File: src/rtl/colorled_pkg.sv
// Shared types and helpers for the colour LED matrix scanner.
package colorled_pkg;

    typedef enum logic [1:0] {
        IDLE  = 2'd0,
        BLANK = 2'd1,
        DRIVE = 2'd2
    } state_t;

    localparam int unsigned DIM_W = 4;

    // Tick counter width able to hold max(a, b) - 1, never narrower than 1 bit.
    function automatic int unsigned cnt_width(input int unsigned a, input int unsigned b);
        int unsigned m;
        m = (a > b) ? a : b;
        return (m > 1) ? $clog2(m) : 1;
    endfunction

endpackage

File: src/rtl/colorled_frame_buffer.sv
// Pending/active LED map pair; the active map only changes on a frame boundary.
module colorled_frame_buffer
    import colorled_pkg::*;
#(
    parameter int unsigned WIDTH = 12
) (
    input  logic             clk,
    input  logic             resetn,
    input  logic             load,
    input  logic [WIDTH-1:0] data,
    input  logic             boundary,
    output logic [WIDTH-1:0] view
);

    logic [WIDTH-1:0] pending;
    logic [WIDTH-1:0] active;
    logic             pending_valid;

    always_ff @(posedge clk) begin
        if (!resetn) begin
            pending       <= '0;
            active        <= '0;
            pending_valid <= 1'b0;
        end else if (boundary && load) begin
            active        <= data;
            pending_valid <= 1'b0;
        end else if (boundary && pending_valid) begin
            active        <= pending;
            pending_valid <= 1'b0;
        end else if (load) begin
            pending       <= data;
            pending_valid <= 1'b1;
        end
    end

    // Forward the incoming map during the boundary cycle so a one-tick blank still sees it.
    always_comb begin
        view = active;
        if (boundary) begin
            if (load) begin
                view = data;
            end else if (pending_valid) begin
                view = pending;
            end
        end
    end

endmodule

File: src/rtl/colorled_matrix_scanner.sv
// Row-scanned colour LED matrix driver with blanking dead-time and registered outputs.
// Optional global brightness control when COLORLED_GLOBAL_DIM_EN is defined.
module colorled_matrix_scanner
    import colorled_pkg::*;
#(
    parameter  int unsigned ROWS           = 4,
    parameter  int unsigned COLS           = 3,
    parameter  int unsigned BLANK_TICKS    = 16,
    parameter  int unsigned DRIVE_TICKS    = 1000,
    parameter  int unsigned COL_ACTIVE_LOW = 1,
    localparam int unsigned RW             = (ROWS > 1) ? $clog2(ROWS) : 1
) (
    input  logic                 aclk,
    input  logic                 aresetn,
    input  logic                 i_enable,
    input  logic [ROWS*COLS-1:0] i_led_data,
    input  logic                 i_load,
`ifdef COLORLED_GLOBAL_DIM_EN
    input  logic [DIM_W-1:0]     i_dim,
`endif
    output logic [ROWS-1:0]      o_row,
    output logic [COLS-1:0]      o_col,
    output logic [RW-1:0]        o_row_idx,
    output logic                 o_frame_start,
    output logic                 o_busy
);

    localparam int unsigned     TW         = cnt_width(BLANK_TICKS, DRIVE_TICKS);
    localparam logic [TW-1:0]   BLANK_LAST = TW'(BLANK_TICKS - 1);
    localparam logic [TW-1:0]   DRIVE_LAST = TW'(DRIVE_TICKS - 1);
    localparam logic [RW-1:0]   ROW_LAST   = RW'(ROWS - 1);
    localparam logic [COLS-1:0] COL_OFF    = (COL_ACTIVE_LOW != 0) ? '1 : '0;

    state_t                state, state_nx;
    logic [TW-1:0]         tick, tick_nx;
    logic [RW-1:0]         row_idx, row_nx;
    logic [ROWS*COLS-1:0]  view;
    logic [COLS-1:0]       slice;
    logic [ROWS-1:0]       row_drive;
    logic                  col_on;

    // o_frame_start marks the cycle on which the buffer swaps in a new map.
    colorled_frame_buffer #(.WIDTH(ROWS*COLS)) u_frame_buffer (
        .clk      (aclk),
        .resetn   (aresetn),
        .load     (i_load),
        .data     (i_led_data),
        .boundary (o_frame_start),
        .view     (view)
    );

    always_ff @(posedge aclk) begin
        if (!aresetn) begin
            state   <= IDLE;
            tick    <= '0;
            row_idx <= '0;
        end else begin
            state   <= state_nx;
            tick    <= tick_nx;
            row_idx <= row_nx;
        end
    end

    always_comb begin
        state_nx = state;
        tick_nx  = tick;
        row_nx   = row_idx;
        unique case (state)
            IDLE: begin
                if (i_enable) begin
                    state_nx = BLANK;
                    tick_nx  = '0;
                    row_nx   = '0;
                end
            end
            BLANK: begin
                if (tick == BLANK_LAST) begin
                    state_nx = DRIVE;
                    tick_nx  = '0;
                end else begin
                    tick_nx = tick + 1'b1;
                end
            end
            DRIVE: begin
                if (tick == DRIVE_LAST) begin
                    tick_nx = '0;
                    // Disable is honoured only here, so a started slot always completes.
                    if (!i_enable) begin
                        state_nx = IDLE;
                        row_nx   = '0;
                    end else begin
                        state_nx = BLANK;
                        row_nx   = (row_idx == ROW_LAST) ? '0 : row_idx + 1'b1;
                    end
                end else begin
                    tick_nx = tick + 1'b1;
                end
            end
            default: state_nx = IDLE;
        endcase
    end

    always_comb begin
        slice = '0;
        for (int unsigned r = 0; r < ROWS; r++) begin
            if (row_idx == RW'(r)) begin
                slice = view[r*COLS +: COLS];
            end
        end
        row_drive = ROWS'(1) << row_idx;
    end

`ifdef COLORLED_GLOBAL_DIM_EN
    logic [31:0] dim_limit;
    assign dim_limit = ((32'(i_dim) + 32'd1) * DRIVE_TICKS) >> DIM_W;
    assign col_on    = (32'(tick) < dim_limit);
`else
    assign col_on = 1'b1;
`endif

    always_ff @(posedge aclk) begin
        if (!aresetn) begin
            o_row         <= '0;
            o_col         <= COL_OFF;
            o_row_idx     <= '0;
            o_frame_start <= 1'b0;
            o_busy        <= 1'b0;
        end else begin
            o_row         <= (state == DRIVE) ? row_drive : '0;
            o_col         <= (state == DRIVE && col_on) ? (slice ^ COL_OFF) : COL_OFF;
            o_row_idx     <= row_idx;
            o_frame_start <= (state == BLANK) && (row_idx == '0) && (tick == '0);
            o_busy        <= (state != IDLE);
        end
    end

endmodule

File: config.mk
export PLATFORM = sky130hd
export DESIGN_NAME = colorled_matrix_scanner
export DESIGN_NICKNAME = d
export VERILOG_FILES = /design/src/rtl/colorled_pkg.sv /design/src/rtl/colorled_frame_buffer.sv /design/src/rtl/colorled_matrix_scanner.sv
export SDC_FILE = /design/constraint.sdc
export NUM_CORES = 1
export LEC_CHECK = 0
export ABC_AREA = 0
export CAP_MARGIN = 0
export CORE_MARGIN = 1.5
export CORE_UTILIZATION = 34
export DETAILED_ROUTE_END_ITERATION = 7
export HOLD_SLACK_MARGIN = 0.03
export PLACE_DENSITY = 0.65
export SLEW_MARGIN = 40
export SYNTH_ARGS = -nofsm -noshare
export SYNTH_HDL_FRONTEND = slang
export SYNTH_SLANG_ARGS = --single-unit
File: constraint.sdc
create_clock -name aclk -period 2.1 [get_ports aclk]
set_clock_uncertainty 0.15 [all_clocks]
set_input_delay 0.63 -clock aclk [delete_from_list [all_inputs] [get_ports aclk]]
set_output_delay 0.63 -clock aclk [all_outputs]
set_load 0.02 [all_outputs]
# Word-level counts from Yosys, hierarchy flattened
# Cells that the tools add are included.
# totals
ff_bits	50
inputBits	16
output_inout_bits	11
wordCells	68
# classes
n_addsub	2
eq_ne	10
shift	1
muxes	23
n_bitwise	4
reduce_logical	17
# op_table
cell	count
$mux W12	5
$mux W10	3
$pmux W10 S3	1
$mux W2	7
$mux W3	4
$add A10 B1 Y10 const B	1
$eq A10 B10 Y1 const B	1
$eq A10 B4 Y1 const B	1
$logic_not A10 Y1	1
$reduce_and A3 Y1	3
$eq A2 B2 Y1 const B	3
$ne A2 B2 Y1 const B	3
$pmux W2 S3	1
$reduce_bool A2 Y1	3
$eq A2 B1 Y1 const B	2
$logic_and A1 B1 Y1	4
$logic_not A2 Y1	2
$pmux W2 S2	1
$reduce_and A2 Y1	2
$shl A1 B2 Y4 const A	1
$not A1 Y1	3
$not A3 Y3	1
$reduce_bool A3 Y1	1
$reduce_or A3 Y1	1
other kinds (2)	2

# Longest topological paths before layout
# Gate-level depths: netlist (run 1).
# logic_depth
depth_word	8
mapped_depth	8
ltp_nobuf	7

# By module
# Synthesis (run 1) repeated with hierarchy kept, for this count alone.
# unflattened
cells_unflattened	321
hier_area_um2	2681.3
# by_module_without_submodules
mod	instances	cells_per_inst	area_per_inst_um2
colorled_frame_buffer	1	169	1345.0
colorled_matrix_scanner	1	152	1336.3

# Worst setup path after synthesis (run 1)
# OpenSTA, ideal clock, no wires.
# synth_timing
path_type	input to register
from	in i_load
to	reg o_col[0]
arrival_time_ns	1.849
required_ns	1.820
path_slack_ns	-0.029
stages	7
path_cell_list	clkbuf_1 > nor2b_1 > clkbuf_1 > a22o_1 > a22oi_1 > a221oi_1 > o31ai_1
# synth_via
elab_chain_len	7
# synth_lines
item	line_no	text
start, declared	colorled_matrix_scanner.sv:17	input logic i_load,
$mux W12 (*)	colorled_frame_buffer.sv:40	if (load) begin
$mux W12 (*)	colorled_frame_buffer.sv:39	if (boundary) begin
$mux W3 (3 in series)	colorled_matrix_scanner.sv:106	if (row_idx == RW'(r)) begin
$mux W3 (*)	colorled_matrix_scanner.sv:106	
$not A3 Y3 (no source line) (*)	-	
end signal, assigned	colorled_matrix_scanner.sv:130	o_col <= (state == DRIVE && col_on) ? (slice ^ COL_OFF) : COL_OFF;
end, declared	colorled_matrix_scanner.sv:22	output logic [COLS-1:0] o_col,
# Mark *: on every way between the ends. The rest lies on a longest branch, timed or not.
# A chain may end at the register's enable or synchronous reset.

# Final worst setup path (run 1)
# layout_timing
from	reg o_frame_start
to	out o_frame_start
# layout_rtl
item	line_no	text
start, declared	colorled_matrix_scanner.sv:24	output logic o_frame_start,
start signal, assigned	colorled_matrix_scanner.sv:132	o_frame_start <= (state == BLANK) && (row_idx == '0) && (tick == '0);
# No word-level cell between the ends.

==> results of run 1 <==
[through the flow]
step | setup TNS (ps) | setup slack (ps)
4_1_cts | -3.45 | -3.45
6_report | 0 | 24.2
2_1_floorplan | 0 | 27.2
3_3_place_gp | -4890 | -329
5_1_grt | -34.4 | -34.4
3_5_place_dp | -5480 | -348
[cells by family after synthesis]
logic type / Yosys count
DFF: 50
buffers and inverters: 21
xor gates and xnor gates: 7
adders and majority gates: 11
and+or+nand+nor: 95
AOI/OAI and AO/OA: 60
[worst paths after layout]
path                                   start                    endpoint  slack [ps]  cells after the start
setup / recovery               o_frame_start               o_frame_start          20                      1
hold / removal    u_frame_buffer.pending[11]  u_frame_buffer.pending[11]         310                      2
setup reg to reg                     tick[5]                    state[0]          30                      4
hold reg to reg   u_frame_buffer.pending[11]  u_frame_buffer.pending[11]         310                      2
[cell usage in the layout, fill, tap and decap left out, types with 5 or more instances in the layout]
master,synthesis,routed
a21oi_1,16,16
a22o_1,21,21
a22oi_1,6,6
and2_1,6,6
buf_4,1,27
clkbuf_8,0,5
clkdlybuf4s50_1,0,25
dfxtp_1,50,48
ha_1,11,11
inv_1,8,7
nand2_1,30,30
nand3_1,7,7
nor2_1,24,24
nor2b_1,6,5
nor3_1,5,5
[layout make-up]
cell class | instances | area [sq um]
sequential | 50 | 1000
fill | 614 | 3460
tap | 77 | 96.3
inverter | 8 | 30.0
clock buffer | 5 | 68.8
clock inverter | 3 | 25.0
timing repair buffer | 55 | 488
multi-input combinational | 173 | 1110
[metal layers]
layer  up-vias  part of all wire
li1        962                 -
met1       857              0.49
met2        26              0.48
met3         6             0.023
met4         0            0.0084
met5         -                 0
[where the power goes]
part	switching, mW	leakage, nW	internal, mW
combinational	0.407	0.685	0.355
sequential	0.0491	0.407	1.03
clock	0.352	0.0447	0.241
total	0.808	1.14	1.63
[flip-flops by register name (all words and copies together), names as in the netlist]
register	flops
u_frame_buffer.active	12
u_frame_buffer.pending	12
tick	10
o_row	4
o_col	3
o_row_idx	2
row_idx	2
state	2
o_busy	1
o_frame_start	1
u_frame_buffer.pending_valid	1
[synth_stat cells, drive strengths merged (2+ instances only)]
cell / n / area share
o21ai: 5 / 0.013
nor2: 24 / 0.041
or4: 3 / 0.012
nand2: 30 / 0.051
a22oi: 6 / 0.021
nand2b: 2 / 0.0057
a21oi: 16 / 0.037
clkbuf: 12 / 0.021
a22o: 21 / 0.084
ha: 11 / 0.063
or2: 2 / 0.0057
nor3: 5 / 0.011
dfxtp: 50 / 0.46
nand3: 7 / 0.016
inv: 8 / 0.014
xnor2: 3 / 0.012
o31ai: 4 / 0.014
and2: 6 / 0.017
a221oi: 3 / 0.012
xor2: 4 / 0.016
nor2b: 6 / 0.017
nor4: 4 / 0.011
[what timing repair did]
| item | CTS | global route |
|---|---|---|
| pin swaps | 1 | 1 |
| gates resized for setup | 0 | 7 |
| buffers inserted | 0 | 0 |
| hold buffers | 0 | 0 |
| setup endpoints to repair | 2 | 6 |
==> results.md, run 1 <==
* Multiplexer share of the synthesized area at 0
* Share of cells above drive strength 1 at 0.163
* Die area at 6920 sq um
* Global placer's final weighted congestion at 0.786
* VDD IR-drop max at 413 uV
* Ys async rst share at 0
* CP Launch Type: flip-flop
* Delay-heaviest family, CP: buffers and inverters
* Min Hold Slack at 314 ps
* Final WL at 4630 microns
* Synth Cell Area at 2190 sq um
* Post-Syn Nets at 271
* PD cells at 865 nW/um^2
* Critical-path top delay cell: clkdlybuf4s50_1
* Fin crit period at 2080 ps
* First-pass detailed-route iteration total at 4
* Fin nets at 320
* Crit-path cells: clkdlybuf4s50_1
* # IOs at 27
* Vias/cell at 4.99
* LEAKAGE at 1.14 nW
* Post-synthesis simple-gate area fraction at 0.212
* Number of synthesized flops with an enable pin at 0
* Die Span Y at 83.2 microns
* Xor and xnor area share after synthesis at 0.0280
* DP Area at 2710 sq um
* Outcome: complete, no violations
* CTS H-Tree Depth at 2
* Met1 Resource Use GR at 0.183
* Cells after synthesis at 244
* Final setup fails at 0
* Met3 GRT Util at 0.0278
* Area grow syn2layout at 28.8%
* Initial Utilization at 0.348
* Placed Instances at 363
* Synthesized area per cell at 8.96 sq um
* Seq/Total Area, Yosys at 0.458
* Site Rows at 29
* Final Hold Vio Count at 0
* Design Area, Final at 2820 sq um
* Synth unique cells at 37
* Non-Filler Instances at 371
* Primary FF master, synth: dfxtp_1
* IO Port Bufs at 26
* CP Max Fanout at 2
* Setup Crit Path Kind: reg2out
* GRT busiest layer: met2
* Synth Area in Compound Gates at 0.201
* DIE WIDTH at 83.2 microns
* Initial antenna violation count at 0
* Largest net degree at the start of global routing at 20
* RSZ-0062 raised after global routing: yes
* Via count at 1851
* Worst-Skew Late Latency at 310 ps
* Largest family of logic cells by synthesized area: simple AND/OR/NAND/NOR gates
* Clock buffer depth at 2
* Max Slew Vio Count at 0
* Drt drc at 0
* Clock transition at path regs at 110 ps
* Remaining Overflow, GRT at 0
* Slew HR at 0.678
* Slowest stage delay, CP at 620 ps
* Gr usage total at 0.138
* Worst path bufs/invs at 1
* Worst slew pin tran at 483 ps
* Hpwl dp at 3420 microns
* Util after Layout at 0.449
* Adder-Cell Fraction of Synth Area at 0.0629
* Max-cap viol count at 0
* Vias in the first global route at 1781
* Wire length of the first global-routing pass at 7970 microns
* Hold Path Class: reg2reg
* Routed Antenna Nets at 0
* CP Data Required Time at 1320 ps
* Total core area at 6280 sq um
* Grt met2 use at 0.229
* Clock sink count at 50
* WP data arrival at 1300 ps
* CTS tree: done
* Max Fclk at 0.482 GHz
* CTS root buf: clkbuf_8
* 1st-iter DRT viols at 100
* Synth Register Bits at 50
* Final period util at 0.988
* Tot Pwr at 2.44 mW
* Ant. Diodes at 0
* Warnings, synthesis at 0
* Wirelength per Cell at 12.5 microns
* Cts bufs inserted at 5
* Crit. End Element: output port
Note: power is estimated with default switching activity, not from simulation.
==> inputs of run 2 (changes only) <==
--- a/config.mk
+++ b/config.mk
@@ -7,7 +7,6 @@
 export LEC_CHECK = 0
 export ABC_AREA = 0
 export CAP_MARGIN = 0
-export CORE_MARGIN = 1.5
 export CORE_UTILIZATION = 34
 export DETAILED_ROUTE_END_ITERATION = 7
 export HOLD_SLACK_MARGIN = 0.03
==> run 2 against run 1 <==
Net effect:
- register-to-register slack worse by 20 ps
- clock power up 15%
- non-clock buffer count up 1
- cell count down 0.27%
- cell area up 0.93%
- worst hold slack worse by 4.9 ps
- clock-buffer cell count unchanged
- power up 4.0%
- core utilization up 2.0 points
- routed wire length up 1.3%
- largest cell class unchanged
==> results.md, run 2 (same netlist as run 1, synthesis figures left out) <==
* Worst setup margin at 11.9 ps (-12.2 ps)
* Worst-Skew Late Latency at 300 ps (about the same)
* Final Hold Vio Count at 0 (unchanged)
* Initial Utilization at 0.361 (+0.0124)
* Area grow syn2layout at 30.0%
* Hold Path Class: reg2reg
* Hpwl dp at 3480 microns (+1.7%)
* Total core area at 6060 sq um (-3.4%)
* Cts bufs inserted at 5 (unchanged)
* Hold_sp: u_frame_buffer.pending[2]
* Clock transition at path regs at 90 ps (-20 ps)
* IO Port Bufs at 26 (unchanged)
* Most common cell after layout, fill and taps aside: dfxtp_1
* Worst path bufs/invs at 0 (-1)
* Largest registers: u_frame_buffer.active: 12 flops, u_frame_buffer.pending: 12 flops, tick: 10 flops
* Remaining Overflow, GRT at 0 (unchanged)
* Global placer's final weighted congestion at 0.797 (+1.3%)
* R2r setup slk at 10 ps (-20 ps)
* Endpoint of the worst hold path: u_frame_buffer.pending[2]
* Share of cells above drive strength 1 at 0.173 (+0.00962)
* Final setup TNS at 0 ps (unchanged)
* Site Rows at 28 (-3.4%)
* 1st-iter DRT viols at 72 (-28%)
* Via count at 1826 (-1.4%)
* Vias/cell at 4.94 (-1.1%)
* Largest net degree at the start of global routing at 20 (unchanged)
* Fin nets at 321 (+0.31%)
* Drt drc at 0 (unchanged)
* # IOs at 27 (unchanged)
* Fin crit period at 2090 ps (+12.2 ps)
* Delay-heaviest family, CP: simple AND/OR/NAND/NOR gates
* Final setup fails at 0 (unchanged)
* Setup bufs post-CTS at 0 (unchanged)
* Commonest non-fill, non-tap cells in the layout: 48 x dfxtp_1, 30 x nand2_1, 26 x buf_4, 25 x clkdlybuf4s50_1, 24 x nor2_1
* WP data arrival at 2150 ps (+850 ps)
* Ant. Diodes at 0 (unchanged)
* CTS tree: done
* PD cells at 891 nW/um^2 (+3.0%)
* Slowest stage delay, CP at 550 ps (-70 ps)
* Wire length of the first global-routing pass at 8070 microns (+1.3%)
* CTS H-Tree Depth at 2 (unchanged)
* Initial antenna violation count at 0 (unchanged)
* Filler cell count in the final layout at 581 (-5.4%)
* Clock sink count at 50 (unchanged)
* Worst Hold Depth at 2 (unchanged)
* CTS root buf: clkbuf_8
* Reg-to-reg critical path endpoint: state[0]
* RSZ-0062 raised after global routing: yes
* Critical-path top delay cell: or4_1
* Reg2reg start: tick[6]
* Setup Crit Path Kind: reg2reg
* Routed Antenna Nets at 0 (unchanged)
* First-pass detailed-route iteration total at 5 (+1)
* Place WS at -385 ps (-37.1 ps)
* Final period util at 0.994 (+0.00583)
* Min Hold Slack at 309 ps (-4.90 ps)
* Outcome: complete, no violations
* Slew HR at 0.692 (+0.0143)
* Worst slew pin tran at 462 ps (-21.5 ps)
* Max-cap viol count at 0 (unchanged)
* Die area at 6760 sq um (-2.4%)
* Max Fclk at 0.479 GHz (-0.59%)
* CP Data Required Time at 2160 ps (+840 ps)
* Final WL at 4690 microns (+1.3%)
* DIE WIDTH at 82.2 microns (-1.2%)
* Gr usage total at 0.154 (+0.0160)
* VDD IR-drop max at 326 uV (-21%)
* Clock buffer depth at 2 (unchanged)
* CTS Hold Buffers Added at 0 (unchanged)
* Crit. End Element: flip-flop
* Vias in the first global route at 1771 (-0.56%)
* Reg2reg path depth at 4 (unchanged)
* Max Slew Vio Count at 0 (unchanged)
* Crit-path cells: or4_4 -> o41a_1 -> or4_1 -> o31ai_2
* CP Launch Type: flip-flop
* Wirelength per Cell at 12.7 microns (+1.6%)
* LEAKAGE at 1.14 nW (+0.25%)
* CP Max Fanout at 3 (+1)
* Die Span Y at 82.2 microns (-1.2%)
[run 2: where the power goes]
| part | internal (mW) | leakage (nW) | switching, mW |
|---|---|---|---|
| Clock | 0.355 | 0.0504 | 0.326 |
| Sequential | 1.03 | 0.407 | 0.0511 |
| Combinational | 0.356 | 0.682 | 0.413 |
[run 2: worst reg2reg max path: stages, from the launching register on]
cell and delay [ps]:
dfxtp_2 330, or4_4 530, o41a_1 370, or4_1 550
o31ai_2 80
[run 2: cell type report]
class / count / area, sq um / area share
timing repair buffer: 56 / 487 / 0.171
multi-input combinational: 173 / 1120 / 0.392
clock buffer: 5 / 68.8 / 0.0242
inverter: 8 / 30.0 / 0.0106
tap: 75 / 93.8 / 0.0330
sequential: 50 / 1000 / 0.353
clock inverter: 3 / 45.0 / 0.0158
[run 2: worst max-delay path by stage]
stage               startpoint  endpoint  slack, ps  cells after the start
floorplan               i_load  o_col[2]         30                      7
global placement        i_load  o_col[0]       -360                      7
detailed placement      i_load  o_col[1]       -390                      7
CTS                    tick[9]  state[0]        0.3                      4
global route           tick[6]  state[0]        -50                      4
finish                 tick[6]  state[0]         10                      4
[run 2: timing repair]
action,CTS,global route
setup endpoints to repair,7,9
endpoints found under the hold margin,0,0
gates resized for setup,5,6
pin swaps,1,1
cloned,2,0
[run 2: through the flow]
stage | area [sq um] | total power, mW | cells | utilization
final | 2840 | 2.53 | 370 | 0.469
after global placement | 2700 | 1.84 | 360 | 0.445
after detailed placement | 2700 | 1.85 | 360 | 0.445
after CTS | 2830 | 2.54 | 370 | 0.467
after floorplan | 2190 | 1.56 | 244 | -
after global routing | 2840 | 2.70 | 370 | 0.469
[run 2: routing by layer]
layer,global-route usage,up-vias,share of wire
met2,0.252,34,0.47
li1,-,963,-
met3,0.0308,4,0.033
met1,0.199,825,0.48
met5,0,-,0
met4,0.0596,0,0.012
